File: config.mk
export PLATFORM = sky130hd
export DESIGN_NAME = fetch_unit
export DESIGN_NICKNAME = d
export VERILOG_FILES = /design/src/rtl/fetch_pkg.sv /design/src/rtl/sync_fifo.sv /design/src/rtl/fetch_unit.sv
export SDC_FILE = /design/constraint.sdc
export NUM_CORES = 1
export LEC_CHECK = 0
export BUFFER_PORTS_ARGS = -buffer_cell sky130_fd_sc_hd__buf_4
export CAP_MARGIN = 20
export CORE_ASPECT_RATIO = 0.8
export CORE_MARGIN = 3
export CORE_UTILIZATION = 50
export DETAILED_ROUTE_END_ITERATION = 10
export GPL_TIMING_DRIVEN = 0
export HOLD_SLACK_MARGIN = 0.08
export PLACE_DENSITY = 0.73
export SLEW_MARGIN = 10
export SYNTH_ARGS = -nofsm -noshare
export SYNTH_HDL_FRONTEND = slang
export SYNTH_SLANG_ARGS = --single-unit
File: constraint.sdc
create_clock -name clock -period 3.5 [get_ports clock]
set_clock_uncertainty 0.2 [all_clocks]
set_input_delay 0.175 -clock clock [delete_from_list [all_inputs] [get_ports clock]]
set_output_delay 0.175 -clock clock [all_outputs]
set_load 0.005 [all_outputs]
File: src/rtl/fetch_pkg.sv
// Shared defaults and types for the instruction-fetch front end.
package fetch_pkg;

  localparam int          XLEN_DEFAULT     = 32;
  localparam logic [31:0] RESET_PC_DEFAULT = 32'h0100_0000;
  localparam logic [31:0] INST_NOP         = 32'h0000_0013;

  // One queued fetch result at the default address width.
  typedef struct packed {
    logic [XLEN_DEFAULT-1:0] pc;
    logic [31:0]             inst;
  } fetch_entry_t;

endpackage

File: src/rtl/sync_fifo.sv
// Registered FIFO with flush; head entry is read combinationally from storage.
module sync_fifo #(
  parameter int WIDTH = 64,
  parameter int DEPTH = 4
) (
  input  logic                       clock,
  input  logic                       reset,
  input  logic                       push,
  input  logic                       pop,
  input  logic                       flush,
  input  logic [WIDTH-1:0]           wdata,
  output logic [WIDTH-1:0]           rdata,
  output logic                       full,
  output logic                       empty,
  output logic [$clog2(DEPTH+1)-1:0] count
);

  localparam int PW = $clog2(DEPTH);
  localparam int CW = $clog2(DEPTH+1);

  logic [WIDTH-1:0] mem_q [DEPTH];
  logic [PW-1:0]    head_q, head_d, tail_q, tail_d;
  logic [CW-1:0]    count_q, count_d;
  logic             do_push, do_pop;

  assign full  = (count_q == CW'(DEPTH));
  assign empty = (count_q == '0);
  assign count = count_q;
  assign rdata = mem_q[head_q];

  // Flush cancels any same-cycle push/pop; pointers wrap at the power-of-2 depth.
  always_comb begin
    do_pop  = pop && !empty && !flush;
    do_push = push && (!full || do_pop) && !flush;
    head_d  = head_q;
    tail_d  = tail_q;
    count_d = count_q;
    if (flush) begin
      head_d  = '0;
      tail_d  = '0;
      count_d = '0;
    end else begin
      if (do_push) tail_d = tail_q + PW'(1);
      if (do_pop)  head_d = head_q + PW'(1);
      count_d = count_q + CW'(do_push) - CW'(do_pop);
    end
  end

  // Pointer and count registers.
  always_ff @(posedge clock) begin
    if (reset) begin
      head_q  <= '0;
      tail_q  <= '0;
      count_q <= '0;
    end else begin
      head_q  <= head_d;
      tail_q  <= tail_d;
      count_q <= count_d;
    end
  end

  // Entry storage needs no reset: contents are only visible when count is nonzero.
  always_ff @(posedge clock) begin
    if (do_push) mem_q[tail_q] <= wdata;
  end

endmodule

File: src/rtl/fetch_unit.sv
// Fetch front end: owns the fetch PC, keeps several imem requests in flight,
// queues returned instructions toward decode and squashes on redirect.
module fetch_unit
  import fetch_pkg::*;
#(
  parameter int              XLEN            = XLEN_DEFAULT,
  parameter logic [XLEN-1:0] RESET_PC        = XLEN'(RESET_PC_DEFAULT),
  parameter int              DEPTH           = 4,
  parameter int              MAX_OUTSTANDING = 2
) (
  input  logic                       clock,
  input  logic                       reset,
  output logic                       imem_req_valid,
  input  logic                       imem_req_ready,
  output logic [XLEN-1:0]            imem_req_addr,
  input  logic                       imem_rsp_valid,
  input  logic [31:0]                imem_rsp_data,
  input  logic                       redirect_valid,
  input  logic [XLEN-1:0]            redirect_pc,
  output logic                       dec_valid,
  input  logic                       dec_ready,
  output logic [31:0]                dec_inst,
  output logic [XLEN-1:0]            dec_pc,
  output logic [$clog2(DEPTH+1)-1:0] occupancy
);

  localparam int CW = $clog2(DEPTH+1);
  localparam int OW = $clog2(MAX_OUTSTANDING+1);

  logic [XLEN-1:0]    fetch_pc_q, fetch_pc_d;
  logic [XLEN-1:0]    rsp_pc_q, rsp_pc_d;
  logic [OW-1:0]      outstanding_q, outstanding_d;
  logic [OW-1:0]      discard_q, discard_d;
  logic [CW-1:0]      fifo_count;
  logic               fifo_full, fifo_empty;
  logic [XLEN+31:0]   fifo_wdata, fifo_rdata;
  logic [XLEN-1:0]    redirect_aligned;
  logic               req_fire, rsp_ok, drop, push, pop;
  logic [1:0]         unused_redirect_lsb;

  assign redirect_aligned    = {redirect_pc[XLEN-1:2], 2'b00};
  assign unused_redirect_lsb = redirect_pc[1:0];

  // Request gating: queue slots are reserved for every in-flight request, so a
  // response always has somewhere to land.
  always_comb begin
    imem_req_valid = !reset && !redirect_valid
                     && ((int'(fifo_count) + int'(outstanding_q)) < DEPTH)
                     && (int'(outstanding_q) < MAX_OUTSTANDING);
    imem_req_addr  = fetch_pc_q;
    req_fire       = imem_req_valid && imem_req_ready;
    rsp_ok         = imem_rsp_valid && (outstanding_q != '0);
    drop           = (discard_q != '0);
    push           = rsp_ok && !drop && !redirect_valid;
    pop            = !fifo_empty && dec_ready && !redirect_valid;
  end

  // Next PC and counter state; a redirect overrides everything else this cycle.
  always_comb begin
    fetch_pc_d    = fetch_pc_q;
    rsp_pc_d      = rsp_pc_q;
    outstanding_d = outstanding_q;
    discard_d     = discard_q;
    if (redirect_valid) begin
      fetch_pc_d    = redirect_aligned;
      rsp_pc_d      = redirect_aligned;
      outstanding_d = outstanding_q - OW'(rsp_ok);
      discard_d     = outstanding_q - OW'(rsp_ok);
    end else begin
      if (req_fire) fetch_pc_d = fetch_pc_q + XLEN'(4);
      outstanding_d = outstanding_q + OW'(req_fire) - OW'(rsp_ok);
      if (rsp_ok) begin
        if (drop) discard_d = discard_q - OW'(1);
        else      rsp_pc_d  = rsp_pc_q + XLEN'(4);
      end
    end
  end

  // PC and in-flight bookkeeping registers.
  always_ff @(posedge clock) begin
    if (reset) begin
      fetch_pc_q    <= RESET_PC;
      rsp_pc_q      <= RESET_PC;
      outstanding_q <= '0;
      discard_q     <= '0;
    end else begin
      fetch_pc_q    <= fetch_pc_d;
      rsp_pc_q      <= rsp_pc_d;
      outstanding_q <= outstanding_d;
      discard_q     <= discard_d;
    end
  end

  assign fifo_wdata = {rsp_pc_q, imem_rsp_data};

  sync_fifo #(
    .WIDTH(XLEN + 32),
    .DEPTH(DEPTH)
  ) u_queue (
    .clock(clock),
    .reset(reset),
    .push (push),
    .pop  (pop),
    .flush(redirect_valid),
    .wdata(fifo_wdata),
    .rdata(fifo_rdata),
    .full (fifo_full),
    .empty(fifo_empty),
    .count(fifo_count)
  );

  assign dec_valid = !fifo_empty;
  assign dec_pc    = fifo_rdata[XLEN+31:32];
  assign dec_inst  = fifo_rdata[31:0];
  assign occupancy = fifo_count;

  a_rsp_has_outstanding: assert property (@(posedge clock) disable iff (reset)
    imem_rsp_valid |-> (outstanding_q != '0));

  a_no_push_when_full: assert property (@(posedge clock) disable iff (reset)
    !(push && fifo_full));

endmodule

==> metrics, run 1 <==
WL final 30.7 mm; Pint 0.00656 W; # DRC 0; fillers 1799; GRT overflow 0; Hold Startpoint imem_rsp_data[19]; Worst Path Max Fanout 7; Mapped Cells 832; Sw Ratio 0.221; vias post-DR 8383; worst r2r dst imem_req_addr[26]; outcome finished, final reports clean; 1st-pass router iterations 5; Crit Path Class reg2reg; vias in the first global route 8419; Crit path depth 7; CP endpoint imem_req_addr[26]; TritonCTS clock tree yes; Die W 186 um; Worst Setup SP u_queue.count[1]; final setup TNS 0 ns; Sequential Power Share 0.520; clk root buf clkbuf_16; clock transition at the registers of the reported paths 0.06 ns; Tcrit/Tclk final 0.951; cell taking the most area after synthesis edfxtp_1; Reg-to-Reg Start u_queue.count[1]; share of synthesized registers carrying an async set or reset 0; WP buf/inv 1; share of layout cells above drive strength 1 0.265; cts repair resizes 0; global-route wire length before repair 47.8 mm; core area 0.0254 mm2; largest net degree at the start of global routing 51; Sink Count 321; Final nets 1188; Psw 0.00186 W; FP Rows 52; Post-DP HPWL 20.0 mm; Final min period 3.33 ns; Fmax 0.300 GHz; Finish-stage setup viols 0; Synth Area per Inst 15.7 um2; ys flop type edfxtp_1; WP data required 3.74 ns; Final Max Slew Viols 0; Setup crit start kind flip-flop; r2r setup slk 0.17 ns; setup bufs post-CTS 0; Vias per Instance 5.68; LEAKAGE 5.63 nW; clock power share 0.388; Die H 150 um; synthesis-to-finish area growth 26.7%; Setup crit end kind flip-flop; worst skew pair latency 0.55 ns; max incr delay on CP 0.59 ns; per-cell routed wire length 20.8 um; Cell Chain, Critical Path ha_1 > or4b_1 > nor4_4 > nand2_1 > o211ai_1 > a31oi_1 > dlygate4sd3_1; Fin. Hold Viols 0; RePlAce Congestion 0.956; FF-to-FF path depth 7; synthesized area 0.0130 mm2; EDFF count, synth 248; CTS HTree Levels 1; synth unique cells 62; Num CTS Buffers 30; worst hold path class in2reg; initial antenna violation count 0; clk buf depth 3; GRT Overall Usage 0.217; Slew headroom 0.303; I/O Buffers 164; Cell Pwr Density 510 mW/mm2; maxcap violations 0; die area 0.0280 mm2; Synth area leaders edfxtp_1 (57%), dfxtp_1 (11%), mux4_2 (11%); largest delay contributor family on the critical path simple AND/OR/NAND/NOR gates; Critical Path AT 3.57 ns; Comb power frac 0.093; most common cell after layout, fill and taps aside edfxtp_1; commonest non-fill, non-tap cells in the layout edfxtp_1 (248), buf_4 (170), dfxtp_1 (73); FF+latch count, synth 321; measured slew at the worst slew-check pin 1.04 ns; Yosys warnings 0; final instance area 0.0165 mm2; Max VDD drop 0.438 mV; # diodes 0; antenna-violating nets left 0; Inst Count DP 1354; placed cell area 0.0148 mm2; initial core utilization 0.512; Finished Layout Cells 1477; crit path max-delay cell type or4b_1; Synth top area share 0.572; share of the yosys chip area belonging to registers 0.684; unrepaired setup endpoints after global routing false; Initial DRC Count 813; Top Ports 171
[synth_stat cells (3+ instances only)]
| library cell | number |
|---|---|
| a21oi_1 | 24 |
| nor3_1 | 15 |
| ha_1 | 13 |
| nand3_1 | 25 |
| buf_2 | 3 |
| o21ai_0 | 9 |
| o211ai_1 | 5 |
| a31oi_1 | 17 |
| buf_1 | 12 |
| xnor2_1 | 18 |
| mux2_2 | 3 |
| inv_1 | 19 |
| and4_1 | 4 |
| nand4_1 | 23 |
| a22oi_1 | 3 |
| xor2_1 | 20 |
| o21a_1 | 3 |
| mux4_2 | 62 |
| clkbuf_1 | 22 |
| or4_1 | 3 |
| nand2_1 | 51 |
| edfxtp_1 | 248 |
| dfxtp_1 | 73 |
| mux2i_1 | 3 |
| a311oi_1 | 3 |
| a211oi_1 | 14 |
| nor2_1 | 47 |
| and3_1 | 7 |
| a21boi_0 | 6 |
| buf_4 | 6 |
| o311ai_0 | 5 |
| or3_1 | 9 |
| and2_1 | 7 |
| o22ai_1 | 4 |
| nor4_1 | 8 |
[worst min path at each step]
stage / to / slack (ns) / depth (start not counted)
floorplan: u_queue.mem_q[0][0] / 0.07 / 0
global placement: u_queue.mem_q[3][12] / 0.18 / 1
detailed placement: u_queue.mem_q[0][20] / 0.18 / 1
CTS: u_queue.mem_q[2][18] / 0.14 / 2
global route: u_queue.mem_q[3][10] / 0.15 / 2
finish: u_queue.mem_q[3][19] / 0.16 / 2
[kinds of logic after synthesis]
kind of cell | count (synthesis) | synth area share
flops | 321 | 0.684
simple gates | 218 | 0.0871
compound gates | 110 | 0.0572
mux | 68 | 0.112
buf+inv | 62 | 0.0199
xor+xnor | 38 | 0.0255
fa+ha+maj | 14 | 0.0140
other cells | 1 | 0.000288
[sequential cells by signal (all words and copies together), names as in the netlist, named ones only]
| name | cells |
|---|---|
| u_queue.head_q | 2 |
| u_queue.count | 3 |
| discard_q | 2 |
| rsp_pc_q | 30 |
| outstanding_q | 2 |
| u_queue.mem_q | 248 |
| u_queue.tail_q | 2 |
| imem_req_addr | 30 |
[layer usage]
metal,GRT usage,part of all wire,vias up
met5,0,0,-
met4,0.0457,0.015,0
met3,0.0507,0.094,42
li1,-,-,3816
met2,0.342,0.45,432
met1,0.314,0.44,4093
[power groups by stage]
stage	Clock (W)	Sequential (W)	Combinational (W)
4_1_cts	0.00332	0.00437	0.000775
3_3_place_gp	0	0.00445	0.000686
6_report	0.00326	0.00437	0.000780
5_1_grt	0.00348	0.00439	0.000844
2_1_floorplan	0	0.00441	0.000372
3_5_place_dp	0	0.00445	0.000709
[stage by stage]
stage / hold WS [ns] / total power (W) / setup WS (ns) / utilization
5_1_grt: 0.151 / 0.00871 / 0.0306 / 0.649
3_3_place_gp: 0.178 / 0.00514 / -1.34 / 0.578
6_report: 0.162 / 0.00842 / 0.171 / 0.649
4_1_cts: 0.135 / 0.00846 / 0.124 / 0.649
3_5_place_dp: 0.180 / 0.00516 / -0.0391 / 0.582
2_1_floorplan: 0.0739 / 0.00479 / 0.0506 / -
[final cells by class]
cell class / instances / area (um2) / share of cell area
clock inverters: 16 / 188 / 0.0114
flip-flops and latches: 321 / 8910 / 0.540
well taps: 351 / 439 / 0.0266
inverters: 19 / 71.3 / 0.00432
plain buffers: 42 / 184 / 0.0111
clock buffers: 38 / 801 / 0.0485
repair buffers: 238 / 2030 / 0.123
multi-input cells: 452 / 3880 / 0.235
[repair_timing]
| action | in CTS | in global routing |
|---|---|---|
| hold buffers | 70 | 0 |
| endpoints found under the setup margin | 1 | 0 |
| endpoints found under the hold margin | 194 | 0 |
Power figures use the tool's default switching activity.
==> run 2, diff against run 1 <==
--- a/config.mk
+++ b/config.mk
@@ -13,7 +13,7 @@
 export DETAILED_ROUTE_END_ITERATION = 10
 export GPL_TIMING_DRIVEN = 0
 export HOLD_SLACK_MARGIN = 0.08
-export PLACE_DENSITY = 0.73
+export PLACE_DENSITY = 0.79
 export SLEW_MARGIN = 10
 export SYNTH_ARGS = -nofsm -noshare
 export SYNTH_HDL_FRONTEND = slang
==> metrics, run 2 (synthesis results as in run 1) <==
clk root buf clkbuf_16; share of layout cells above drive strength 1 0.273 (+0.00831); Max VDD drop 0.435 mV (-0.52%); Num CTS Buffers 31 (+3.3%); Tcrit/Tclk final 0.959 (+0.00755); WL final 31.1 mm (+1.4%); clock transition at the registers of the reported paths 0.06 ns (about the same); worst skew pair latency 0.57 ns (+0.02 ns); worst r2r dst imem_req_addr[25]; Fin. Hold Viols 0 (unchanged); crit path max-delay cell type clkdlybuf4s15_1; most common cell after layout, fill and taps aside edfxtp_1; die area 0.0280 mm2 (unchanged); commonest non-fill, non-tap cells in the layout edfxtp_1 (248), buf_4 (173), dfxtp_1 (73); per-cell routed wire length 21.0 um (+0.95%); vias post-DR 8599 (+2.6%); FF-to-FF path depth 8 (+1); Sink Count 321 (unchanged); synthesis-to-finish area growth 27.1%; outcome finished, final reports clean; RePlAce Congestion 0.945 (-1.1%); Final nets 1192 (+0.34%); WP buf/inv 3 (+2); largest delay contributor family on the critical path buffers and inverters; core area 0.0254 mm2 (unchanged); Finish-stage setup viols 0 (unchanged); worst hold path class in2reg; # DRC 0 (unchanged); Final min period 3.36 ns (+0.0264 ns); I/O Buffers 164 (unchanged); global-route wire length before repair 48.7 mm (+1.8%); Post-DP HPWL 20.4 mm (+1.7%); vias in the first global route 8555 (+1.6%); Reg-to-Reg Start u_queue.count[1]; FP Rows 52 (unchanged); initial core utilization 0.512 (unchanged); Crit Path Class reg2out; Top Ports 171 (unchanged); Critical Path AT 2.98 ns (-0.59 ns); Worst Path Max Fanout 10 (+3); # diodes 0 (unchanged); Hold Worst Slack 0.162 ns (+0.000350 ns); Vias per Instance 5.80 (+2.2%); number of flip-flops in the largest register 248 (unchanged); r2r setup slk 0.29 ns (+0.12 ns); Setup crit end kind primary output; Final Max Slew Viols 0 (unchanged); WP data required 3.12 ns (-0.62 ns); initial antenna violation count 0 (unchanged); GRT Overall Usage 0.222 (+0.00496); Die H 150 um (unchanged); 1st-pass router iterations 5 (unchanged); antenna-violating nets left 0 (unchanged); hold endpoint u_queue.mem_q[3][30]; unrepaired setup endpoints after global routing true; LEAKAGE 5.67 nW (+0.81%); Slew headroom 0.379 (+0.0760); Cell Chain, Critical Path clkbuf_1 > clkdlybuf4s15_1 > mux4_2 > buf_4; Fmax 0.298 GHz (-0.79%); Setup crit start kind flip-flop; TritonCTS clock tree yes; Biggest register u_queue.mem_q; Worst Hold Depth 2 (unchanged); clk buf depth 3 (unchanged); CTS HTree Levels 1 (unchanged); Cell Pwr Density 512 mW/mm2 (+0.42%); Hold Startpoint imem_rsp_data[30]; maxcap violations 0 (unchanged); Inst Count DP 1354 (unchanged); largest net degree at the start of global routing 42 (-18%); Die W 186 um (unchanged); Finished Layout Cells 1483 (+0.41%); max incr delay on CP 0.75 ns (+0.16 ns); Initial DRC Count 827 (+1.7%); GRT overflow 0 (unchanged); measured slew at the worst slew-check pin 0.923 ns (-0.113 ns)
==> run 2: cell count changes in the layout (fill, tap and decap cells not counted), moves of 2 or more <==
cell / before / now
buf_4: 170 / 173
clkbuf_1: 28 / 25
clkbuf_2: 0 / 2
clkinv_2: 4 / 9
buf_1: 11 / 8
==> run 2: layer usage <==
metal,wire length [um],vias up,global-route usage
met1,13100,4188,0.322
met4,583,0,0.0559
li1,-,3839,-
met2,14400,512,0.356
met5,0,-,0
met3,3070,60,0.0382
==> run 2: final cells by class <==
type	instances	area, um2
clock buffer	35	801
clock inverter	22	224
timing repair buffer	241	2040
multi-input combinational	452	3880
sequential	321	8910
fill	1755	8880
inverter	19	71.3
tap	351	439
buffer	42	193
==> run 2: worst max path at each step <==
stage,start,to,slack [ns],cells after the start
final,flip-flop,dec_pc[18],0.14,4
after global routing,flip-flop,dec_pc[20],-0.04,4
after CTS,u_queue.count[1],outstanding_q[1],0.01,13
after detailed placement,u_queue.count[1],outstanding_q[1],0.03,13
after global placement,discard_q[0],u_queue.mem_q[3][22],-1.24,5
after floorplan,discard_q[0],u_queue.mem_q[1][0],0.05,5
==> run 2: power by group <==
| part | leakage [nW] | switching, W | total, W | internal, W |
|---|---|---|---|---|
| registers | 2.85 | 0.000122 | 0.00437 | 0.00425 |
| logic | 2.31 | 0.000384 | 0.000784 | 0.000400 |
| clock network | 0.508 | 0.00138 | 0.00332 | 0.00194 |
==> run 2: repair_timing <==
action / 4_1_cts / 5_1_grt
setup buffers: 0 / 3
endpoints found under the setup margin: 0 / 48
resized for setup: 0 / 5
endpoints found under the hold margin: 195 / 0
hold buffers: 70 / 0
==> run 2: stage by stage <==
step | power (W) | util | instance area, um2 | TNS (ns) | setup slack, ns
floorplan | 0.00479 | - | 13000 | 0 | 0.0506
global placement | 0.00514 | 0.578 | 14700 | -303.93 | -1.24
detailed placement | 0.00516 | 0.582 | 14800 | 0 | 0.0279
CTS | 0.00852 | 0.650 | 16500 | 0 | 0.0146
global route | 0.00879 | 0.651 | 16600 | -0.561 | -0.0429
finish | 0.00848 | 0.651 | 16600 | 0 | 0.144
